==> src/rtl/wb_cmd_master.sv <==
// Wishbone classic initiator: turns a valid/ready command stream into single
// Wishbone cycles with retry, timeout and one response per command.
module wb_cmd_master #(
  parameter int DATA_WIDTH   = 32,
  parameter int ADDR_WIDTH   = 32,
  parameter int SELECT_WIDTH = DATA_WIDTH / 8,
  parameter int TIMEOUT      = 256,
  parameter int RETRY_MAX    = 3
) (
  input  logic                    clk,
  input  logic                    rst,
  input  logic [ADDR_WIDTH-1:0]   cmd_addr,
  input  logic [DATA_WIDTH-1:0]   cmd_data,
  input  logic                    cmd_we,
  input  logic [SELECT_WIDTH-1:0] cmd_sel,
  input  logic                    cmd_valid,
  output logic                    cmd_ready,
  output logic [DATA_WIDTH-1:0]   rsp_data,
  output logic [1:0]              rsp_status,
  output logic                    rsp_valid,
  input  logic                    rsp_ready,
  output logic                    busy,
  output logic [ADDR_WIDTH-1:0]   m_adr_o,
  input  logic [DATA_WIDTH-1:0]   m_dat_i,
  output logic [DATA_WIDTH-1:0]   m_dat_o,
  output logic                    m_we_o,
  output logic [SELECT_WIDTH-1:0] m_sel_o,
  output logic                    m_stb_o,
  input  logic                    m_ack_i,
  input  logic                    m_err_i,
  input  logic                    m_rty_i,
  output logic                    m_cyc_o
);

  localparam int RW = (RETRY_MAX > 0) ? $clog2(RETRY_MAX + 1) : 1;
  localparam int TW = (TIMEOUT > 0) ? $clog2(TIMEOUT + 1) : 1;
  localparam logic [RW-1:0] RETRY_LAST = RW'(RETRY_MAX);
  localparam logic [TW-1:0] TO_LAST    = TW'((TIMEOUT > 0) ? TIMEOUT - 1 : 0);

  localparam logic [1:0] ST_OK      = 2'b00;
  localparam logic [1:0] ST_ERR     = 2'b01;
  localparam logic [1:0] ST_RETRY   = 2'b10;
  localparam logic [1:0] ST_TIMEOUT = 2'b11;

  typedef enum logic [1:0] {IDLE, BUS, BACKOFF, RESP} state_t;

  state_t        state;
  logic [RW-1:0] retry_cnt;
  logic [TW-1:0] to_cnt;
  logic          we_q;

  always_ff @(posedge clk) begin
    if (rst) begin
      state      <= IDLE;
      retry_cnt  <= '0;
      to_cnt     <= '0;
      we_q       <= 1'b0;
      cmd_ready  <= 1'b0;
      busy       <= 1'b0;
      rsp_data   <= '0;
      rsp_status <= '0;
      rsp_valid  <= 1'b0;
      m_adr_o    <= '0;
      m_dat_o    <= '0;
      m_sel_o    <= '0;
      m_we_o     <= 1'b0;
      m_stb_o    <= 1'b0;
      m_cyc_o    <= 1'b0;
    end else begin
      case (state)
        IDLE: begin
          if (cmd_valid && cmd_ready) begin
            m_adr_o   <= cmd_addr;
            m_dat_o   <= cmd_data;
            m_sel_o   <= cmd_sel;
            we_q      <= cmd_we;
            m_we_o    <= cmd_we;
            m_cyc_o   <= 1'b1;
            m_stb_o   <= 1'b1;
            retry_cnt <= '0;
            to_cnt    <= '0;
            cmd_ready <= 1'b0;
            busy      <= 1'b1;
            state     <= BUS;
          end else begin
            cmd_ready <= 1'b1;
          end
        end

        // ack > err > rty > timeout; every exit drops cyc/stb/we on this edge
        BUS: begin
          if (m_ack_i) begin
            rsp_data   <= we_q ? '0 : m_dat_i;
            rsp_status <= ST_OK;
            rsp_valid  <= 1'b1;
            m_cyc_o    <= 1'b0;
            m_stb_o    <= 1'b0;
            m_we_o     <= 1'b0;
            state      <= RESP;
          end else if (m_err_i) begin
            rsp_data   <= '0;
            rsp_status <= ST_ERR;
            rsp_valid  <= 1'b1;
            m_cyc_o    <= 1'b0;
            m_stb_o    <= 1'b0;
            m_we_o     <= 1'b0;
            state      <= RESP;
          end else if (m_rty_i) begin
            m_cyc_o <= 1'b0;
            m_stb_o <= 1'b0;
            m_we_o  <= 1'b0;
            if (retry_cnt == RETRY_LAST) begin
              rsp_data   <= '0;
              rsp_status <= ST_RETRY;
              rsp_valid  <= 1'b1;
              state      <= RESP;
            end else begin
              retry_cnt <= retry_cnt + 1'b1;
              state     <= BACKOFF;
            end
          end else if (TIMEOUT != 0) begin
            if (to_cnt == TO_LAST) begin
              rsp_data   <= '0;
              rsp_status <= ST_TIMEOUT;
              rsp_valid  <= 1'b1;
              m_cyc_o    <= 1'b0;
              m_stb_o    <= 1'b0;
              m_we_o     <= 1'b0;
              state      <= RESP;
            end else begin
              to_cnt <= to_cnt + 1'b1;
            end
          end
        end

        BACKOFF: begin
          to_cnt  <= '0;
          m_cyc_o <= 1'b1;
          m_stb_o <= 1'b1;
          m_we_o  <= we_q;
          state   <= BUS;
        end

        RESP: begin
          if (rsp_ready) begin
            rsp_valid <= 1'b0;
            cmd_ready <= 1'b1;
            busy      <= 1'b0;
            state     <= IDLE;
          end
        end

        default: state <= IDLE;
      endcase
    end
  end

endmodule

==> config.mk <==
export PLATFORM = sky130hd
export DESIGN_NAME = wb_cmd_master
export DESIGN_NICKNAME = d
export VERILOG_FILES = /design/src/rtl/wb_cmd_master.sv
export SDC_FILE = /design/constraint.sdc
export NUM_CORES = 1
export LEC_CHECK = 0
export BUFFER_PORTS_ARGS = -buffer_cell sky130_fd_sc_hd__buf_2
export CAP_MARGIN = 20
export CORE_MARGIN = 1
export CORE_UTILIZATION = 50
export CTS_CLUSTER_SIZE = 8
export DETAILED_ROUTE_END_ITERATION = 8
export GPL_ROUTABILITY_DRIVEN = 0
export PLACE_DENSITY = 0.89
export SETUP_SLACK_MARGIN = 0.3
export SYNTH_ARGS = -nofsm -noshare
export SYNTH_HDL_FRONTEND = slang
export SYNTH_SLANG_ARGS = --single-unit
==> constraint.sdc <==
create_clock -name clk -period 5.2 [get_ports clk]
set_input_delay 0 -clock clk [delete_from_list [all_inputs] [get_ports clk]]
set_output_delay 0 -clock clk [all_outputs]
set_load 0.01 [all_outputs]
==> impl_results.md <==
- WL met1: between 6 and 7 mm
- Tot GR Track Use: between 30% and 40%
- Slowest-stage cell, CP: a21bo_2
- Most frequent cell after synthesis: nand2_1
- Yosys cell types: 40
- CP endpoint kind: flop
- Number of enable flip-flop cells after synthesis: 0
- Initial core utilization: between 50% and 60%
- Status: finished, final reports clean
- Hold Path Class: primary input to flop
- Post-CTS Setup Bufs: 0
- Via count: between 5000 and 6000
- Syn-to-layout area delta: 68.72%
- Critical path class: flop to flop
- Layout net count: approximately 1000
- Main flop type after synthesis: dfxtp_1
- I/O pins: between 200 and 250
- Hold Path Origin: m_rty_i
- LEAKAGE: around 0.0035 uW
- Total negative slack: 0 ns
- Uppermost routed layer: met4
- DRC: 0
- Initial drt markers: approximately 330
- Core ar.: between 0.008 and 0.009 mm^2
- CTS clk-pin slew, worst paths: approximately 0.060 ns
- Critical Path, Cell by Cell: ha_1 > nand3_1 > nor2_1 > ha_1 > mux2i_1 > a21bo_2 > nand2_1 > a21oi_1 > dlygate4sd3_1
- Warnings, synthesis: 0
- Initial antenna violation count: 0
- Final hold violations: 0
- Pre-antenna DRT Iters: 9
- Fillers: 374
- Die area: between 0.009 and 0.01 mm^2
- Met2 WL: 9.313 mm
- Largest net degree at the start of global routing: between 60 and 70
- CTS max path bufs: 2
- Clk_skew: 0.008695 ns
- Final period util: between 50% and 60%
- Power Density: about 410 mW/mm^2
- Sequential share of the synthesized area: ~53%
- Peak supply drop: ~0.00022 V
- Met3 WL post-DR: roughly 2.1 mm
- Launch point of the worst path: to_cnt[0]
- Max Cap Viol: 0
- Row cnt: 34
- Most used cell, CP: ha_1
- First-pass GRT wire length: 29.47 mm
- Gate count after technology mapping: 571
- Vias in the first global route: between 5000 and 6000
- Arr. time, crit path: 3.46 ns
- Reg2Reg Launch Point: to_cnt[0]
- Layout cells sized above 1: between 20 and 30%
- Max-slew headroom: between 40% and 50%
- Root Driver: clkbuf_8
- Worst-Margin Slew: about 0.75 ns
- Flop and latch count out of synthesis: 121
- Async S/R FF share, synth: 0%
- Total power: around 3200 uW
- Vias/cell: approximately 5.7
- Max Fclk: between 300 and 400 MHz
- Fin. max-slew vios: 0
- Avg Inst Size Synth: about 8 um^2
- CTS tree: done
- Worst Path Required: between 5 and 6 ns
- CTS Buf Count: 17
- Post-DP HPWL: around 8.3 mm
- Commonest cells in the netlist: 175 x nand2_1, 121 x dfxtp_1, 110 x a21oi_1
- Ranking of synthesized cells by area: dfxtp_1 53%, nand2_1 14%, a21oi_1 12%
- Diode count: 0
- PortBufs: around 220
- H-Tree Depth: 4
- Crit-path leading delay family: compound AO/OA/AOI/OAI gates
- DIE HEIGHT: 97.55 um
- Largest fanout on the critical path: 34
- Startpoint Class: flop
- Unrepaired setup endpoints after global routing: no
- Critical path buffers and inverters: 1
- Hold_ws: ~0.091 ns
- ANT nets after route: 0
- Final setup violation count: 0
- Drt total wl: roughly 19 mm
- Top cell type's share of synthesized area: 53.07%
- Synth area leader: dfxtp_1
- Clk_lat worst skew: between 0.5 and 0.6 ns
- Remaining Overflow, GRT: 0
- CP peak stage delay: about 0.65 ns
- WL per Instance: 18.41 um
- Synthesized area: between 0.004 and 0.005 mm^2
- Clock sinks: roughly 120
- Die W: 97.55 um
- Minimum clock period: around 3.0 ns
- Net Count, Synth: between 600 and 700
[power breakdown]
group / switching [uW] / leakage, uW / internal (uW)
combinational: 511 / 0.00224 / 352
sequential: 79.2 / 0.000983 / 1050
clock: 426 / 0.000280 / 738
total: 1020 / 0.00350 / 2140
[sequential cells by signal (all words and copies together), names as in the netlist]
register	flops
rsp_valid	1
m_dat_o	32
to_cnt	9
cmd_ready	1
m_adr_o	32
state	2
rsp_status	2
m_sel_o	4
retry_cnt	2
m_cyc_o	1
busy	1
rsp_data	32
we_q	1
m_we_o	1
[per-stage QoR]
stage	cells	util [%]	area, um^2	setup WS (ns)
global route	1031	87.88	7701	2.085
global placement	855	64.53	5655	2.966
CTS	1029	87.51	7669	2.509
floorplan	571	-	4564	3.036
detailed placement	855	64.53	5655	2.892
finish	1031	87.88	7701	2.194
[final cells by class]
type,count,area (um^2),share of cell area [%]
Multi-Input combinational cell,401,1967,25.54
Sequential cell,121,2422,31.45
Clock inverter,12,150.1,1.950
Inverter,6,22.52,0.2924
Clock buffer,19,431.7,5.605
Timing Repair Buffer,364,2572,33.40
Tap cell,108,135.1,1.755
[path summary, 6_finish.rpt]
kind	endpoint	slack (ns)	depth (start not counted)
max	rsp_data[2]	2.19	9
min	retry_cnt[1]	0.09	4
max reg2reg	rsp_data[2]	2.19	9
min reg2reg	m_dat_o[8]	0.45	2
[cells by family (layout without fill, tap and decap cells)]
family / count (synthesis) / count (layout) / share of synthesized area, %
compound gates: 131 / 131 / 15.65
xor+xnor: 5 / 5 / 0.9594
fa+ha+maj: 7 / 7 / 1.919
buf+inv: 49 / 401 / 4.112
flops: 121 / 121 / 53.07
mux: 3 / 3 / 0.6579
simple gates: 255 / 255 / 23.63
[timing repair]
| action | in CTS | in global routing |
|---|---|---|
| endpoints found under the hold margin | 114 | 0 |
| gates resized for setup | 0 | 0 |
| hold buffers | 143 | 0 |
[per-layer routing]
metal / global-route usage (%) / vias up
li1: - / 2590
met1: 40.02 / 2651
met2: 68.75 / 510
met3: 12.16 / 119
met4: 24.43 / 0
met5: 0 / -
[worst min-delay path: stages]
cell and delay (ns):
buf_2 0.15, nor4b_1 0.20, o2111ai_1 0.12, a21oi_1 0.08
[cell usage in the layout (no fill, tap or decap), types with 5 or more instances in the layout]
master         synthesis  final
dlygate4sd3_1          0    143
nor2_1                20     20
dfxtp_1              121    121
inv_1                  6      6
buf_4                  1      5
ha_1                   7      7
nand2_1              175    175
nand3_1               37     36
clkbuf_16              0     16
buf_2                  0    215
a21oi_1              110    110
(Power assumes the default switching activity.)
